$ cat config.mk
export PLATFORM = sky130hd
export DESIGN_NAME = iob_cache_be_arbiter_flat
export DESIGN_NICKNAME = d
export VERILOG_FILES = /design/src/rtl/iob_cache_be_arbiter_pkg.sv /design/src/rtl/iob_cache_be_arbiter_if.sv /design/src/rtl/iob_cache_be_arbiter_rr_prio.sv /design/src/rtl/iob_cache_be_arbiter.sv /design/src/flat_wrapper.sv
export SDC_FILE = /design/constraint.sdc
export NUM_CORES = 1
export LEC_CHECK = 0
export BUFFER_PORTS_ARGS = -buffer_cell sky130_fd_sc_hd__buf_2
export CORE_AREA = 2 2 100 102
export DETAILED_ROUTE_END_ITERATION = 10
export DIE_AREA = 0 0 102 104
export PLACE_DENSITY_LB_ADDON = 0.25
export SYNTH_ARGS = -nofsm -noshare
export SYNTH_HDL_FRONTEND = slang
export SYNTH_HIERARCHICAL = 1
export SYNTH_SLANG_ARGS = --single-unit
$ cat constraint.sdc
create_clock -name clk_i -period 3.1 [get_ports clk_i]
set_input_delay 0.62 -clock clk_i [delete_from_list [all_inputs] [get_ports clk_i]]
set_output_delay 0.62 -clock clk_i [all_outputs]
set_load 0.05 [all_outputs]
$ cat src/rtl/iob_cache_be_arbiter_pkg.sv
// Shared definitions for the cache back-end arbiter.
//   arb_state_e : arbiter FSM state encoding
//   rr_ptr_w()  : width of a master index / round-robin pointer
//   next_ptr()  : wrap-around increment that works for any master count
package iob_cache_be_arb_pkg;

    typedef enum logic [1:0] {
        IDLE   = 2'd0,
        HOLD   = 2'd1,
        WAIT_R = 2'd2
    } arb_state_e;

    function automatic int rr_ptr_w(input int n);
        return (n > 1) ? $clog2(n) : 1;
    endfunction

    // Explicit compare rather than truncation so that N=3,5,6,7 wrap to 0.
    function automatic int next_ptr(input int ptr, input int n);
        return (ptr + 1 >= n) ? 0 : ptr + 1;
    endfunction

endpackage

$ cat src/rtl/iob_cache_be_arbiter_if.sv
// Bus bundle between the cache back-ends, the arbiter and the memory port.
//   m_*  : per-master request side (packed, master k at slice k)
//   be_* : single IOb-native back-end port towards the memory
//   slave  modport : arbiter view
//   master modport : environment view (masters + memory)
interface iob_cache_be_arbiter_if #(
    parameter int N_MASTERS = 2,
    parameter int ADDR_W    = 24,
    parameter int DATA_W    = 32
);
    logic [N_MASTERS-1:0]            m_valid_i;
    logic [N_MASTERS*ADDR_W-1:0]     m_addr_i;
    logic [N_MASTERS*DATA_W-1:0]     m_wdata_i;
    logic [N_MASTERS*DATA_W/8-1:0]   m_wstrb_i;
    logic [N_MASTERS-1:0]            m_ready_o;
    logic [DATA_W-1:0]               m_rdata_o;
    logic [N_MASTERS-1:0]            m_rvalid_o;
    logic                            be_valid_o;
    logic [ADDR_W-1:0]               be_addr_o;
    logic [DATA_W-1:0]               be_wdata_o;
    logic [DATA_W/8-1:0]             be_wstrb_o;
    logic [DATA_W-1:0]               be_rdata_i;
    logic                            be_rvalid_i;
    logic                            be_ready_i;

    modport slave (
        input  m_valid_i, m_addr_i, m_wdata_i, m_wstrb_i,
        input  be_rdata_i, be_rvalid_i, be_ready_i,
        output m_ready_o, m_rdata_o, m_rvalid_o,
        output be_valid_o, be_addr_o, be_wdata_o, be_wstrb_o
    );

    modport master (
        output m_valid_i, m_addr_i, m_wdata_i, m_wstrb_i,
        output be_rdata_i, be_rvalid_i, be_ready_i,
        input  m_ready_o, m_rdata_o, m_rvalid_o,
        input  be_valid_o, be_addr_o, be_wdata_o, be_wstrb_o
    );
endinterface

$ cat src/rtl/iob_cache_be_arbiter_rr_prio.sv
// Combinational round-robin priority encoder.
//   req_i   : request vector
//   ptr_i   : index with highest priority this cycle
//   sel_o   : first requesting index at or after ptr_i (wrapping)
//   found_o : at least one request present
module iob_cache_rr_prio #(
    parameter int N     = 2,
    parameter int PTR_W = 1
) (
    input  logic [N-1:0]     req_i,
    input  logic [PTR_W-1:0] ptr_i,
    output logic [PTR_W-1:0] sel_o,
    output logic             found_o
);

    int               idx;
    logic [PTR_W-1:0] idx_p;

    always_comb begin
        sel_o   = '0;
        found_o = 1'b0;
        idx     = 0;
        idx_p   = '0;
        for (int k = 0; k < N; k++) begin
            idx = int'(ptr_i) + k;
            if (idx >= N) idx = idx - N;
            idx_p = PTR_W'(idx);
            if (!found_o && req_i[idx_p]) begin
                found_o = 1'b1;
                sel_o   = idx_p;
            end
        end
    end

endmodule

$ cat src/rtl/iob_cache_be_arbiter.sv
// Round-robin arbiter sharing one back-end memory port among N_MASTERS
// cache back-ends, with one outstanding transaction at a time.
//   clk_i    : clock
//   arst_n_i : asynchronous active-low reset
//   cke_i    : clock enable, freezes all state when low
//   bus      : masters + back-end signals (slave modport)
//
// state  | meaning
// IDLE   | no grant held; selected master muxed straight through
// HOLD   | request presented but not accepted; grant locked to owner
// WAIT_R | read accepted; waiting for be_rvalid_i for owner
module iob_cache_be_arbiter
    import iob_cache_be_arb_pkg::*;
#(
    parameter int N_MASTERS = 2,
    parameter int ADDR_W    = 24,
    parameter int DATA_W    = 32
) (
    input logic                   clk_i,
    input logic                   arst_n_i,
    input logic                   cke_i,
    iob_cache_be_arbiter_if.slave bus
);

    localparam int RR_PTR_W = rr_ptr_w(N_MASTERS);
    localparam int STRB_W   = DATA_W / 8;

    arb_state_e          state_q, state_d;
    logic [RR_PTR_W-1:0] owner_q, owner_d;
    logic [RR_PTR_W-1:0] rr_ptr_q, rr_ptr_d;

    logic [RR_PTR_W-1:0] sel;
    logic [RR_PTR_W-1:0] cur;
    logic                found;
    logic                active;
    logic                is_write;
    logic [STRB_W-1:0]   cur_strb;

    iob_cache_rr_prio #(
        .N     (N_MASTERS),
        .PTR_W (RR_PTR_W)
    ) u_rr_prio (
        .req_i   (bus.m_valid_i),
        .ptr_i   (rr_ptr_q),
        .sel_o   (sel),
        .found_o (found)
    );

    // Outputs are gated by the reset input so they are quiet while reset is
    // held even if masters keep their valids high.
    always_comb begin
        cur = (state_q == HOLD) ? owner_q : sel;
        case (state_q)
            IDLE:    active = found;
            HOLD:    active = bus.m_valid_i[owner_q];
            default: active = 1'b0;
        endcase
        active   = active & arst_n_i;
        cur_strb = bus.m_wstrb_i[cur*STRB_W +: STRB_W];
        is_write = |cur_strb;

        bus.be_valid_o = active;
        bus.be_addr_o  = active ? bus.m_addr_i[cur*ADDR_W +: ADDR_W] : '0;
        bus.be_wdata_o = active ? bus.m_wdata_i[cur*DATA_W +: DATA_W] : '0;
        bus.be_wstrb_o = active ? cur_strb : '0;

        bus.m_ready_o = '0;
        if (active && bus.be_ready_i) bus.m_ready_o[cur] = 1'b1;

        bus.m_rvalid_o = '0;
        if (arst_n_i && state_q == WAIT_R && bus.be_rvalid_i)
            bus.m_rvalid_o[owner_q] = 1'b1;

        bus.m_rdata_o = bus.be_rdata_i;
    end

    always_comb begin
        state_d  = state_q;
        owner_d  = owner_q;
        rr_ptr_d = rr_ptr_q;
        case (state_q)
            IDLE: begin
                if (found) begin
                    owner_d = sel;
                    if (bus.be_ready_i) begin
                        if (is_write)
                            rr_ptr_d = RR_PTR_W'(next_ptr(int'(sel), N_MASTERS));
                        else
                            state_d = WAIT_R;
                    end else begin
                        state_d = HOLD;
                    end
                end
            end
            HOLD: begin
                // Owner withdrawing its request releases the lock without
                // moving the priority pointer.
                if (!bus.m_valid_i[owner_q]) begin
                    state_d = IDLE;
                end else if (bus.be_ready_i) begin
                    if (is_write) begin
                        state_d  = IDLE;
                        rr_ptr_d = RR_PTR_W'(next_ptr(int'(owner_q), N_MASTERS));
                    end else begin
                        state_d = WAIT_R;
                    end
                end
            end
            WAIT_R: begin
                if (bus.be_rvalid_i) begin
                    state_d  = IDLE;
                    rr_ptr_d = RR_PTR_W'(next_ptr(int'(owner_q), N_MASTERS));
                end
            end
            default: state_d = IDLE;
        endcase
    end

    always_ff @(posedge clk_i or negedge arst_n_i) begin
        if (!arst_n_i) begin
            state_q  <= IDLE;
            owner_q  <= '0;
            rr_ptr_q <= '0;
        end else if (cke_i) begin
            state_q  <= state_d;
            owner_q  <= owner_d;
            rr_ptr_q <= rr_ptr_d;
        end
    end

endmodule

$ cat src/flat_wrapper.sv
// flat-port wrapper written by rule: the top's interface ports become plain ports
module iob_cache_be_arbiter_flat import iob_cache_be_arb_pkg::*;
#(
    parameter int N_MASTERS = 2,
    parameter int ADDR_W    = 24,
    parameter int DATA_W    = 32
)
  (clk_i, arst_n_i, cke_i, bus_m_valid_i, bus_m_addr_i, bus_m_wdata_i, bus_m_wstrb_i, bus_be_rdata_i, bus_be_rvalid_i, bus_be_ready_i, bus_m_ready_o, bus_m_rdata_o, bus_m_rvalid_o, bus_be_valid_o, bus_be_addr_o, bus_be_wdata_o, bus_be_wstrb_o);
  iob_cache_be_arbiter_if #(.N_MASTERS(N_MASTERS), .ADDR_W(ADDR_W), .DATA_W(DATA_W)) bus_i ();
  input logic clk_i;
  input logic arst_n_i;
  input logic cke_i;
  input wire logic [$bits(bus_i.m_valid_i)-1:0] bus_m_valid_i;
  input wire logic [$bits(bus_i.m_addr_i)-1:0] bus_m_addr_i;
  input wire logic [$bits(bus_i.m_wdata_i)-1:0] bus_m_wdata_i;
  input wire logic [$bits(bus_i.m_wstrb_i)-1:0] bus_m_wstrb_i;
  input wire logic [$bits(bus_i.be_rdata_i)-1:0] bus_be_rdata_i;
  input wire logic [$bits(bus_i.be_rvalid_i)-1:0] bus_be_rvalid_i;
  input wire logic [$bits(bus_i.be_ready_i)-1:0] bus_be_ready_i;
  output wire logic [$bits(bus_i.m_ready_o)-1:0] bus_m_ready_o;
  output wire logic [$bits(bus_i.m_rdata_o)-1:0] bus_m_rdata_o;
  output wire logic [$bits(bus_i.m_rvalid_o)-1:0] bus_m_rvalid_o;
  output wire logic [$bits(bus_i.be_valid_o)-1:0] bus_be_valid_o;
  output wire logic [$bits(bus_i.be_addr_o)-1:0] bus_be_addr_o;
  output wire logic [$bits(bus_i.be_wdata_o)-1:0] bus_be_wdata_o;
  output wire logic [$bits(bus_i.be_wstrb_o)-1:0] bus_be_wstrb_o;
  assign bus_i.m_valid_i = bus_m_valid_i;
  assign bus_i.m_addr_i = bus_m_addr_i;
  assign bus_i.m_wdata_i = bus_m_wdata_i;
  assign bus_i.m_wstrb_i = bus_m_wstrb_i;
  assign bus_i.be_rdata_i = bus_be_rdata_i;
  assign bus_i.be_rvalid_i = bus_be_rvalid_i;
  assign bus_i.be_ready_i = bus_be_ready_i;
  assign bus_m_ready_o = bus_i.m_ready_o;
  assign bus_m_rdata_o = bus_i.m_rdata_o;
  assign bus_m_rvalid_o = bus_i.m_rvalid_o;
  assign bus_be_valid_o = bus_i.be_valid_o;
  assign bus_be_addr_o = bus_i.be_addr_o;
  assign bus_be_wdata_o = bus_i.be_wdata_o;
  assign bus_be_wstrb_o = bus_i.be_wstrb_o;
  iob_cache_be_arbiter #(.N_MASTERS(N_MASTERS), .ADDR_W(ADDR_W), .DATA_W(DATA_W)) u_core (.clk_i(clk_i), .arst_n_i(arst_n_i), .cke_i(cke_i), .bus(bus_i));
endmodule
# Yosys cells after proc, flatten, opt, wreduce, memory -nomap -nowiden
# Cells that the tools add are included.
# word_totals
regBits	4
output_inout_bits	97
word_cells	88
# classes
n_addsub	5
mul	1
n_lt_le_gt_ge	10
n_eq_ne	11
shift	3
mux	41
n_bitwise	1
n_reduce_logical	13
# ops
operator	count
64-bit by 7-bit variable part select with 32-bit output	1
48-bit by 7-bit variable part select with 24-bit output	1
32-bit 2-to-1 mux	1
1-bit 2-to-1 mux	24
24-bit 2-to-1 mux	1
2-bit 2-to-1 mux	9
9-bit AND reduction	1
1-bit by 2-bit < comparator with 1-bit output (second input constant)	4
2-bit != test (second input constant)	4
8-bit by 4-bit variable part select with 4-bit output	1
1-bit by 1-bit adder with 2-bit output (second input constant)	3
2-bit greater-or-equal comparator (second input constant)	3
1-bit logical AND	6
2-bit by 1-bit != test with 1-bit output (second input constant)	3
3-bit != test (second input constant)	2
2-bit case mux with 3 select lines	1
5-bit AND reduction	1
4-bit 2-to-1 mux	1
4-bit OR reduction	1
1-bit by 2-bit multiplier with 3-bit output (second input constant)	1
1-bit case mux with 3 select lines	1
3-bit AND reduction	1
3-bit nonzero test	1
1-bit demux with 1-bit select	2
other kinds (9)	11

# Longest topological paths before layout
# logic_depth
word_depth	15
mapped_depth	7

# Cells and area by module
# The synthesis kept the hierarchy.
# modules_own_cells
mod	n_inst	cells_each	area_per_inst_um2
iob_cache_be_arbiter	1	280	1520.2
iob_cache_rr_prio	1	3	17.5

# Worst setup path after synthesis
# Ideal clock, no wire load.
# synth_path
kind	reg2out
from	register u_core.state_q[1]
to	output bus_m_ready_o[0]
arrival_ns	2.364
required_ns	2.480
slack_ns	0.116
stages_incl_launch_ff	7
n_path_buf	2
cell_sequence	dfrtp_1 inv_1 ha_1 buf_4 mux2_2 clkbuf_1 nor3_1
# synth_via
elab_chain_cells	7
word_cells_on_any_way	12
classes_between	2 x order compare; 1 x eq/ne; 5 x mux; 1 x bitwise; 3 x reduce/logical
# synth_rtl
item	line	rtl
start, declared	iob_cache_be_arbiter.sv:28	arb_state_e state_q, state_d;
start signal, assigned	iob_cache_be_arbiter.sv:125	state_q <= state_d;
2-bit by 1-bit == test with 1-bit output	iob_cache_be_arbiter.sv:52, iob_cache_be_arbiter.sv:53	
1-bit 2-to-1 mux	iob_cache_be_arbiter.sv:52	cur = (state_q == HOLD) ? owner_q : sel;
1-bit by 2-bit < comparator with 1-bit output (not written as such) or 1-bit greater-or-equal comparator (tied branches)	iob_cache_be_arbiter.sv:68	if (active && bus.be_ready_i) bus.m_ready_o[cur] = 1'b1;
1-bit logical AND (not written as such)	iob_cache_be_arbiter.sv:68	
1-bit 2-to-1 mux (not written as such)	iob_cache_be_arbiter.sv:68	
1-bit demux with 1-bit select	--	
2-bit 2-to-1 mux *	iob_cache_be_arbiter.sv:68	
end, declared	flat_wrapper.sv:20	output wire logic [$bits(bus_i.m_ready_o)-1:0] bus_m_ready_o;
# Mark *: on every way between the ends. The rest lies on a longest branch, timed or not.

# Worst setup path after layout
# layout_path
from	register u_core.state_q[1]
to	output bus_be_addr_o[0]
# layout_via
elab_chain_cells	5
word_cells_on_any_way	8
classes_between	1 x mul; 1 x eq/ne; 1 x shift; 3 x mux; 1 x bitwise; 1 x reduce/logical
# layout_rtl
item	line	rtl
2-bit by 1-bit == test with 1-bit output	iob_cache_be_arbiter.sv:52, iob_cache_be_arbiter.sv:53	
1-bit 2-to-1 mux	iob_cache_be_arbiter.sv:52	
1-bit by 2-bit multiplier with 3-bit output	iob_cache_be_arbiter.sv:63	bus.be_addr_o = active ? bus.m_addr_i[cur*ADDR_W +: ADDR_W] : '0;
48-bit by 7-bit variable part select with 24-bit output	iob_cache_be_arbiter.sv:63	
24-bit 2-to-1 mux *	iob_cache_be_arbiter.sv:63	
end, declared	flat_wrapper.sv:24	output wire logic [$bits(bus_i.be_addr_o)-1:0] bus_be_addr_o;
# Marks and branches as above.

==> impl_metrics.csv <==
group,metric,value,unit
setup_path,cp.arrival,2.24,ns
routing,vias,2388,
setup_path,worstSetupPathType,"flip-flop to output pin",
pwr,vdd_drop_max,374.6,uV
setup_path,cp_max_fo,31,
layout,fin_nets,596,
clock_network,ctsLongestPathBuffers,2,
synthesis,synth_flop_cell,"dfrtp_1",
routing,wl_met1,2594,microns
sta,rsz0062_at_grt,"false",
sta,max_slew_margin,0.7406,
synthesis,postSynthCellCount,283,
routing,drc,0,
synthesis,ys_seq_area_frac,0.06509,
clock_network,h-tree-depth,1,
clock_network,path_clk_slew,0.04,ns
setup_path,startpoint,"u_core/state_q[1]$_DFFE_PN0P_",
sta,clock.fmax,349.2,MHz
global_routing,antenna_found_initial,0,
layout,stdcell_area,2492,sq um
routing,dr.pass1.iters,4,
layout,final_util,0.2610,
routing,wl_met2,3129,microns
layout,layout_commonest_cell,"buf_2",
clock_network,clock_sinks,4,
clock_network,hold_buffers,0,
clock_network,cts-root-buf,"clkbuf_8",
placed_design,dp_hpwl,5203,microns
floorplanning,die_h,104,microns
synthesis,synth_seq_cells,4,
floorplanning,boundaryPins,256,
layout,fillers,1089,
layout,syn2layout_area_growth,62.08,%
placed_design,placed_cell_area,2449,sq um
floorplanning,die_area,10610,sq um
floorplanning,die_w,102,microns
synthesis,async_flop_share,1.000,
global_routing,grt_pass1_wl,10120,microns
clock_network,clock_latency,0.22,ns
synthesis,ys_warn_count,6,
routing,postRouteAntennaNets,0,
setup_path,critPathLaunchType,"flip-flop",
routing,routedWlPerCell,11.50,microns
clock_network,cts_buffers,3,
layout,final_cell_mix,"189 x buf_2, 121 x nand2_1, 60 x a21oi_1, 5 x inv_1",
setup_path,required,2.48,ns
setup_path,setup.worst_path.end_class,"output pin",
layout,seq_area,100.1,sq um
routing,wirelength,6486,microns
sta,finalHoldViolations,0,
synthesis,synth.top_cells.by_area,"nand2_1 30%, a21oi_1 20%, buf_4 16%, dfrtp_1 6.5%, ha_1 3.3%",
global_routing,grtUsageTotal,0.1145,
pwr,power.leakage,1.448,nW
sta,layout_worst_path_cycle_share,0.9237,
global_routing,grt_start_max_net_pins,36,
layout,n_antenna_cell,0,
floorplanning,core,9549,sq um
routing,dr.first_iter.drc_count,81,
synthesis,synth.distinct_cells,33,
synthesis,synth_edf_count,0,
sta,worstMarginPinSlew,0.3883,ns
synthesis,syn_area,1538,sq um
layout,multi_input_area,1106,sq um
sta,finClkSkew,0.004380,ns
routing,via_per_inst,4.234,
clock_network,cts_tree,"yes",
setup_path,reg2reg_from,"u_core/state_q[1]$_DFFE_PN0P_",
global_routing,overflow,0,
synthesis,synth_top_cell_area_share,0.2954,
routing,routed.top_layer,"met4",
synthesis,synth_area_leader_cell,"nand2_1",
synthesis,syn-mean-instance-area,5.434,sq um
clock_network,post_cts_buffers,0,
sta,drv_slew,0,
worst_hold_path,hold_path.class,"primary input to asynchronous set/reset pin",
floorplanning,row_count,36,
synthesis,syn_nets,446,
pwr,power_density,1004,nW/um^2
run_status,status,"completed",
sta,finalCriticalPeriod,2.863,ns
job,cap_violations,0,
global_routing,grt_pass1_vias,2224,
placed_design,routabilityCongestion,0.7724,
routing,wl_met3,610,microns
placed_design,port_buffers,191,
sta,tns,0,ns
sta,setup_viol_count_final,0,
layout,final_layout_size_suffix_gt1_frac,0.4826,
floorplanning,initial_core_util,0.1610,
synthesized netlist by cell type (3+ instances only):
cell type and n:
nand2_1 121, a21oi_1 60, buf_4 33, clkbuf_1 12, buf_2 7, inv_1 5, dfrtp_1 4, ha_1 4
nand3_1 3, nand4_1 3, nor2_1 3
stage by stage:
step           power (mW)  setup slack (ns)  instances  hold slack (ns)
2_1_floorplan       1.923            0.1155        283           0.3244
3_3_place_gp        2.395            0.2945        561           0.4648
3_5_place_dp        2.406            0.2728        561           0.4634
4_1_cts             2.531            0.1470        564           0.2270
5_1_grt             2.708           0.03312        564           0.2305
6_report            2.502            0.2366        564           0.2278
worst max-delay path: stages (launching register included):
cell,delay (ns)
dfrtp_1,0.42
inv_1,0.10
ha_1,0.31
mux2i_4,0.29
buf_4,0.34
nand2_1,0.09
a21oi_1,0.16
buf_2,0.29
kinds of logic (layout without fill, tap and decap cells):
group / after synthesis / in the layout / share of synthesized area
AO/OA/AOI/OAI: 67 / 67 / 0.2441
flip-flops: 4 / 4 / 0.06510
adder cells (fa/ha/maj): 4 / 4 / 0.03255
buffers and inverters: 58 / 206 / 0.2278
AND/OR/NAND/NOR: 143 / 143 / 0.3767
multiplexers: 7 / 7 / 0.05370
flip-flops by register name, summed over array words and instances, names as in the netlist:
signal           count
u_core/owner_q       1
u_core/state_q       2
u_core/rr_ptr_q      1
worst paths after layout:
kind	to	slack, ns	cells after the start
worst max-delay path	bus_be_addr_o[0]	0.24	7
worst min-delay path	u_core/rr_ptr_q$_DFFE_PN0P_	0.23	1
worst max register to register	u_core/rr_ptr_q$_DFFE_PN0P_	0.47	7
worst min register to register	u_core/rr_ptr_q$_DFFE_PN0P_	0.50	1
max in group asynchronous	u_core/owner_q$_DFFE_PN0P_	2.71	1
min in group clk_i	u_core/rr_ptr_q$_DFFE_PN0P_	0.50	1
routing by layer:
layer,vias up,global-route usage
met5,-,0
met2,140,0.2058
met4,0,0.04095
met1,1038,0.1366
met3,22,0.01411
li1,1188,-
power by group:
group          internal, mW  switching, mW
Sequential           0.0774         0.0316
Clock                0.0832         0.0320
Combinational         0.622           1.66
timing repair:
item / in CTS / in global routing
endpoints found under the setup margin: 0 / 1
resized for setup: 0 / 1
endpoints found under the hold margin: 0 / 0
area by class of cell:
class / count / share of cell area
Sequential cell: 4 / 0.04016
Tap cell: 133 / 0.06677
Clock buffer: 3 / 0.01657
Inverter: 6 / 0.009036
Timing Repair Buffer: 197 / 0.4237
Multi-Input combinational cell: 221 / 0.4438
Power figures use the tool's default switching activity.
